<file path="src/rtl/wb_host_pkg.sv">
// wb_host_pkg: shared state type, bus widths and default error word for the Wishbone host master
package wb_host_pkg;
    localparam int WB_AW = 32;
    localparam int WB_DW = 32;
    localparam int WB_SW = 4;
    localparam logic [WB_DW-1:0] ERR_DATA_DEFAULT = 32'hDEAD_BEEF;
    typedef enum logic [1:0] {IDLE, BUS, RESP} state_t;
endpackage

</file>
<file path="src/rtl/wb_timeout_ctr.sv">
// wb_timeout_ctr: 16-bit saturating wait counter flagging the last allowed no-ack cycle
module wb_timeout_ctr #(
    parameter int unsigned TIMEOUT_CYCLES = 255
) (
    input  logic clk_i,
    input  logic rst_i,
    input  logic clear,
    input  logic enable,
    output logic expired
);
    localparam logic [15:0] LAST = 16'(TIMEOUT_CYCLES - 1);
    logic [15:0] count_q, count_d;
    always_comb count_d = clear ? '0 : (enable && count_q != '1) ? count_q + 16'd1 : count_q;
    always_ff @(posedge clk_i or posedge rst_i)
        if (rst_i) count_q <= '0;
        else count_q <= count_d;
    assign expired = enable && count_q == LAST;
endmodule

</file>
<file path="src/rtl/wb_host_master.sv">
// wb_host_master: single-outstanding Wishbone classic initiator behind valid/ready command and response channels
module wb_host_master
    import wb_host_pkg::*;
#(
    parameter int unsigned       TIMEOUT_CYCLES = 255,
    parameter logic [WB_DW-1:0]  ERR_DATA       = ERR_DATA_DEFAULT
) (
    input  logic             wb_clk_i,
    input  logic             wb_rst_i,
    input  logic             cmd_valid,
    output logic             cmd_ready,
    input  logic             cmd_we,
    input  logic [WB_AW-1:0] cmd_adr,
    input  logic [WB_DW-1:0] cmd_dat,
    input  logic [WB_SW-1:0] cmd_sel,
    output logic             rsp_valid,
    input  logic             rsp_ready,
    output logic [WB_DW-1:0] rsp_dat,
    output logic             rsp_err,
    output logic             wbm_cyc_o,
    output logic             wbm_stb_o,
    output logic             wbm_we_o,
    output logic [WB_AW-1:0] wbm_adr_o,
    output logic [WB_DW-1:0] wbm_dat_o,
    output logic [WB_SW-1:0] wbm_sel_o,
    input  logic [WB_DW-1:0] wbm_dat_i,
    input  logic             wbm_ack_i,
    output logic             busy
);
    state_t           state_q, state_d;
    logic             cyc_q, cyc_d, we_q, we_d, err_q, err_d;
    logic [WB_AW-1:0] adr_q, adr_d;
    logic [WB_DW-1:0] dat_q, dat_d, rdat_q, rdat_d;
    logic [WB_SW-1:0] sel_q, sel_d;
    logic             accept, expired;

    assign accept = state_q == IDLE && cmd_valid;

    wb_timeout_ctr #(.TIMEOUT_CYCLES(TIMEOUT_CYCLES)) u_ctr (
        .clk_i   (wb_clk_i),
        .rst_i   (wb_rst_i),
        .clear   (accept),
        .enable  (state_q == BUS && !wbm_ack_i),
        .expired (expired)
    );

    always_comb begin
        state_d = state_q;
        cyc_d   = cyc_q;
        we_d    = we_q;
        adr_d   = adr_q;
        dat_d   = dat_q;
        sel_d   = sel_q;
        rdat_d  = rdat_q;
        err_d   = err_q;
        case (state_q)
            IDLE: if (cmd_valid) begin
                state_d = BUS;
                cyc_d   = 1'b1;
                we_d    = cmd_we;
                adr_d   = cmd_adr;
                dat_d   = cmd_dat;
                sel_d   = cmd_sel;
            end
            // ack is checked first so a last-cycle ack beats the timeout
            BUS: if (wbm_ack_i) begin
                state_d = RESP;
                cyc_d   = 1'b0;
                rdat_d  = we_q ? '0 : wbm_dat_i;
                err_d   = 1'b0;
            end else if (expired) begin
                state_d = RESP;
                cyc_d   = 1'b0;
                rdat_d  = we_q ? '0 : ERR_DATA;
                err_d   = 1'b1;
            end
            RESP: if (rsp_ready) state_d = IDLE;
            default: state_d = IDLE;
        endcase
    end

    always_ff @(posedge wb_clk_i or posedge wb_rst_i)
        if (wb_rst_i) begin
            state_q <= IDLE;
            cyc_q   <= 1'b0;
            we_q    <= 1'b0;
            adr_q   <= '0;
            dat_q   <= '0;
            sel_q   <= '0;
            rdat_q  <= '0;
            err_q   <= 1'b0;
        end else begin
            state_q <= state_d;
            cyc_q   <= cyc_d;
            we_q    <= we_d;
            adr_q   <= adr_d;
            dat_q   <= dat_d;
            sel_q   <= sel_d;
            rdat_q  <= rdat_d;
            err_q   <= err_d;
        end

    assign cmd_ready = state_q == IDLE;
    assign rsp_valid = state_q == RESP;
    assign busy      = state_q != IDLE;
    assign rsp_dat   = rdat_q;
    assign rsp_err   = err_q;
    assign wbm_cyc_o = cyc_q;
    assign wbm_stb_o = cyc_q;
    assign wbm_we_o  = we_q;
    assign wbm_adr_o = adr_q;
    assign wbm_dat_o = dat_q;
    assign wbm_sel_o = sel_q;
endmodule

</file>
<file path="config.mk">
export PLATFORM = sky130hd
export DESIGN_NAME = wb_host_master
export DESIGN_NICKNAME = d
export VERILOG_FILES = /design/src/rtl/wb_host_pkg.sv /design/src/rtl/wb_timeout_ctr.sv /design/src/rtl/wb_host_master.sv
export SDC_FILE = /design/constraint.sdc
export NUM_CORES = 1
export LEC_CHECK = 0
export CORE_ASPECT_RATIO = 0.75
export CORE_MARGIN = 4
export CORE_UTILIZATION = 46
export CTS_CLUSTER_SIZE = 10
export DETAILED_ROUTE_END_ITERATION = 12
export GPL_ROUTABILITY_DRIVEN = 0
export PLACE_DENSITY = 0.84
export SYNTH_ARGS = -nofsm -noshare
export SYNTH_HDL_FRONTEND = slang
export SYNTH_SLANG_ARGS = --single-unit
</file>
<file path="constraint.sdc">
create_clock -name wb_clk_i -period 6.2 [get_ports wb_clk_i]
set_input_delay 0.62 -clock wb_clk_i [delete_from_list [all_inputs] [get_ports wb_clk_i]]
set_output_delay 0.62 -clock wb_clk_i [all_outputs]
set_load 0.01 [all_outputs]
</file>
==> summary.md <==
| Metric | Value |
|---|---|
| Row Count | `32` |
| Post-synth top area share | `0.6097` |
| Post-synth EDFFs | `0` |
| Netlist cell types | `45` |
| Dpl cell area | `0.007143 mm^2` |
| Critical path, cell by cell | `clkdlybuf4s50_1 > and4bb_2 > a21oi_1 > nand3b_2 > a221o_1` |
| Family with the most delay on the worst path | `simple AND/OR/NAND/NOR gates` |
| Largest net degree at the start of global routing | `83` |
| Clock latency on the worst-skew pair | `410 ps` |
| Share of cells above drive strength 1 | `0.05981` |
| Top Layer Used | `met4` |
| Ant diodes | `0` |
| Final worst slack | `3537 ps` |
| Crit-path max FO | `34` |
| First-pass DRT Iterations | `5` |
| Die Ht | `97.98 um` |
| Post-Route Skew | `5.532 ps` |
| First-pass GRT wire length | `24.36 mm` |
| Ys flop type | `dfrtp_1` |
| Slowest-stage cell, CP | `nand3b_2` |
| Async set or reset register ratio after synthesis | `1.000` |
| Crit end category | `register` |
| Non-filler cells, final | `855` |
| Mapped Cells | `502` |
| Synth top area cells | `dfrtp_1 61%, nand2_1 17%, a221o_1 4.8%` |
| Setup TNS | `0 ps` |
| GRT Util Overall | `0.2452` |
| Fmax | `375.5 MHz` |
| Final instance area | `0.007762 mm^2` |
| Vias | `4561` |
| Slew headroom | `0.1167` |
| Initial Util | `0.4770` |
| CTS tree | `yes` |
| Average size of a mapped cell | `9.892 um^2` |
| Worst min path class | `register to register` |
| Vias in the first global route | `4712` |
| Port buffer count | `212` |
| Die Area | `0.01254 mm^2` |
| WL met1 | `5.713 mm` |
| Final setup fails | `0` |
| WS Path Type | `input pin to register` |
| Startpoint Class | `input pin` |
| WL/cell | `17.51 um` |
| Syn. warnings | `0` |
| DRC viols | `0` |
| Post-Place Setup Slack | `3216 ps` |
| Syn Std Cell Area | `0.004966 mm^2` |
| Deepest level of the CTS H-tree | `4` |
| Starting DRT DRC Count | `299` |
| Antenna viol nets, final | `0` |
| Cell Pwr Density | `463.9 mW/mm^2` |
| Resized cells post-CTS | `0` |
| Clock-pin transition on the worst setup and hold timing paths | `60 ps` |
| Tightest Pin Transition | `1324 ps` |
| GRT overflow | `0` |
| CTS Buffer Depth | `2` |
| Setup repair bufs after CTS | `0` |
| Post-synthesis cell type with the largest combined area | `dfrtp_1` |
| Max incr delay on CP | `700 ps` |
| Leakage Power | `3.565 nW` |
| Initial antenna violation count | `0` |
| PnR Total Power | `3.601 mW` |
| Total core area | `0.01041 mm^2` |
| Period utilization | `0.4295` |
| Cells after DPL | `823` |
| Die width | `128.0 um` |
| Fin. max-slew vios | `0` |
| Worst VDD drop | `0.2587 mV` |
| CTS root buf | `clkbuf_16` |
| Syn-to-layout area delta | `56.31%` |
| Syn_nets | `610` |
| Unrepaired setup endpoints after global routing | `false` |
| Final Hold Viols | `0` |
| Post-layout minimum cycle time | `2663 ps` |
| Post-synthesis sequential area ratio | `0.6097` |
| Met2 WL post-DR | `7.159 mm` |
| Final WL | `14.97 mm` |
| Outcome | `completed` |
| DP HPWL | `10.12 mm` |
| Cts bufs inserted | `17` |
| CP arrival | `2950 ps` |
| Hold Buf Count CTS | `0` |
| Vias per cell | `5.335` |
| Critical Path RT | `6490 ps` |
| DR WL met3 | `1.680 mm` |
| Buffers & Inverters on Critical Path | `1` |
| Hold_ws | `470.6 ps` |
| Ports | `213` |
| Max-cap violations | `0` |
| Yosys reg bits | `121` |
| CTS sink count | `121` |
| Nets | `814` |
| Final core occ | `0.7457` |
-- worst register-to-register path: stages (launching register included) --
cell	delay [ps]
dfrtp_1	470
nor4_1	460
a41o_1	270
nand3b_2	550
a221o_1	580
-- per-layer routing --
layer,track usage,vias to the layer above
li1,-,2118
met1,0.2951,2173
met2,0.3842,230
met3,0.1154,40
met4,0.09462,0
met5,0,-
-- cell usage after synthesis, drive strengths merged, types with 3 or more instances --
cell type,n
inv,5
and2,3
dfrtp,121
nand4,8
nor3,6
o31ai,5
a221o,24
a22o,8
o21ai,5
nand2,220
nor2,6
clkbuf,16
nand3,6
a21oi,10
buf,15
or4,7
nor4,4
-- placed cells by master, fill, tap and decap left out, types with 5 or more instances in the layout --
cell             count
a221o_1             24
o21ai_0              5
nor2_1               5
clkbuf_16           17
nand2_1            218
a21oi_1             10
nor3_1               5
a22o_1               8
nand3_1              6
o31ai_1              5
nand4_1              8
clkdlybuf4s50_1    212
or4_1                7
dfrtp_1            121
-- sequential cells by signal (all words and copies together), names as in the netlist --
signal,count
wbm_adr_o,32
wbm_we_o,1
u_ctr.count_q,16
rsp_err,1
wbm_sel_o,4
wbm_dat_o,32
rsp_dat,32
wbm_cyc_o,1
state_q,2
-- cell type report --
type                    instances  area [um^2]
repair buffers                216         2152
clock buffers                  20        446.7
flip-flops and latches        121         3028
clock inverters                12        172.7
fillers                       714         2648
well taps                     136        170.2
multi-input cells             345         1772
inverters                       5        21.27
-- worst paths after layout --
| path | from | endpoint | slack, ps | depth (start not counted) |
|---|---|---|---|---|
| max in group asynchronous | wb_rst_i | wbm_adr_o[12] | 4210 | 3 |
| setup reg to reg | u_ctr.count_q[8] | rsp_dat[26] | 3740 | 4 |
| min in group asynchronous | wb_rst_i | rsp_dat[30] | 610 | 2 |
| hold reg to reg | wbm_adr_o[8] | wbm_adr_o[8] | 470 | 2 |
| setup / recovery | wbm_ack_i | rsp_dat[26] | 3540 | 5 |
| hold / removal | wbm_adr_o[8] | wbm_adr_o[8] | 470 | 2 |
-- kinds of logic (layout without fill, tap and decap cells) --
group / Yosys count / after routing / synth area share
flops: 121 / 121 / 0.6097
buf+inv: 36 / 253 / 0.03553
simple gates: 274 / 274 / 0.2366
fa+ha+maj: 2 / 2 / 0.005038
mux: 1 / 1 / 0.002016
compound gates: 68 / 68 / 0.1111
-- where the power goes --
part	internal [mW]	switching, mW	total (mW)
clock network	0.681	0.355	1.04
logic	0.732	0.558	1.29
registers	1.09	0.187	1.28
total	2.50	1.10	3.60
Power figures use the tool's default switching activity.
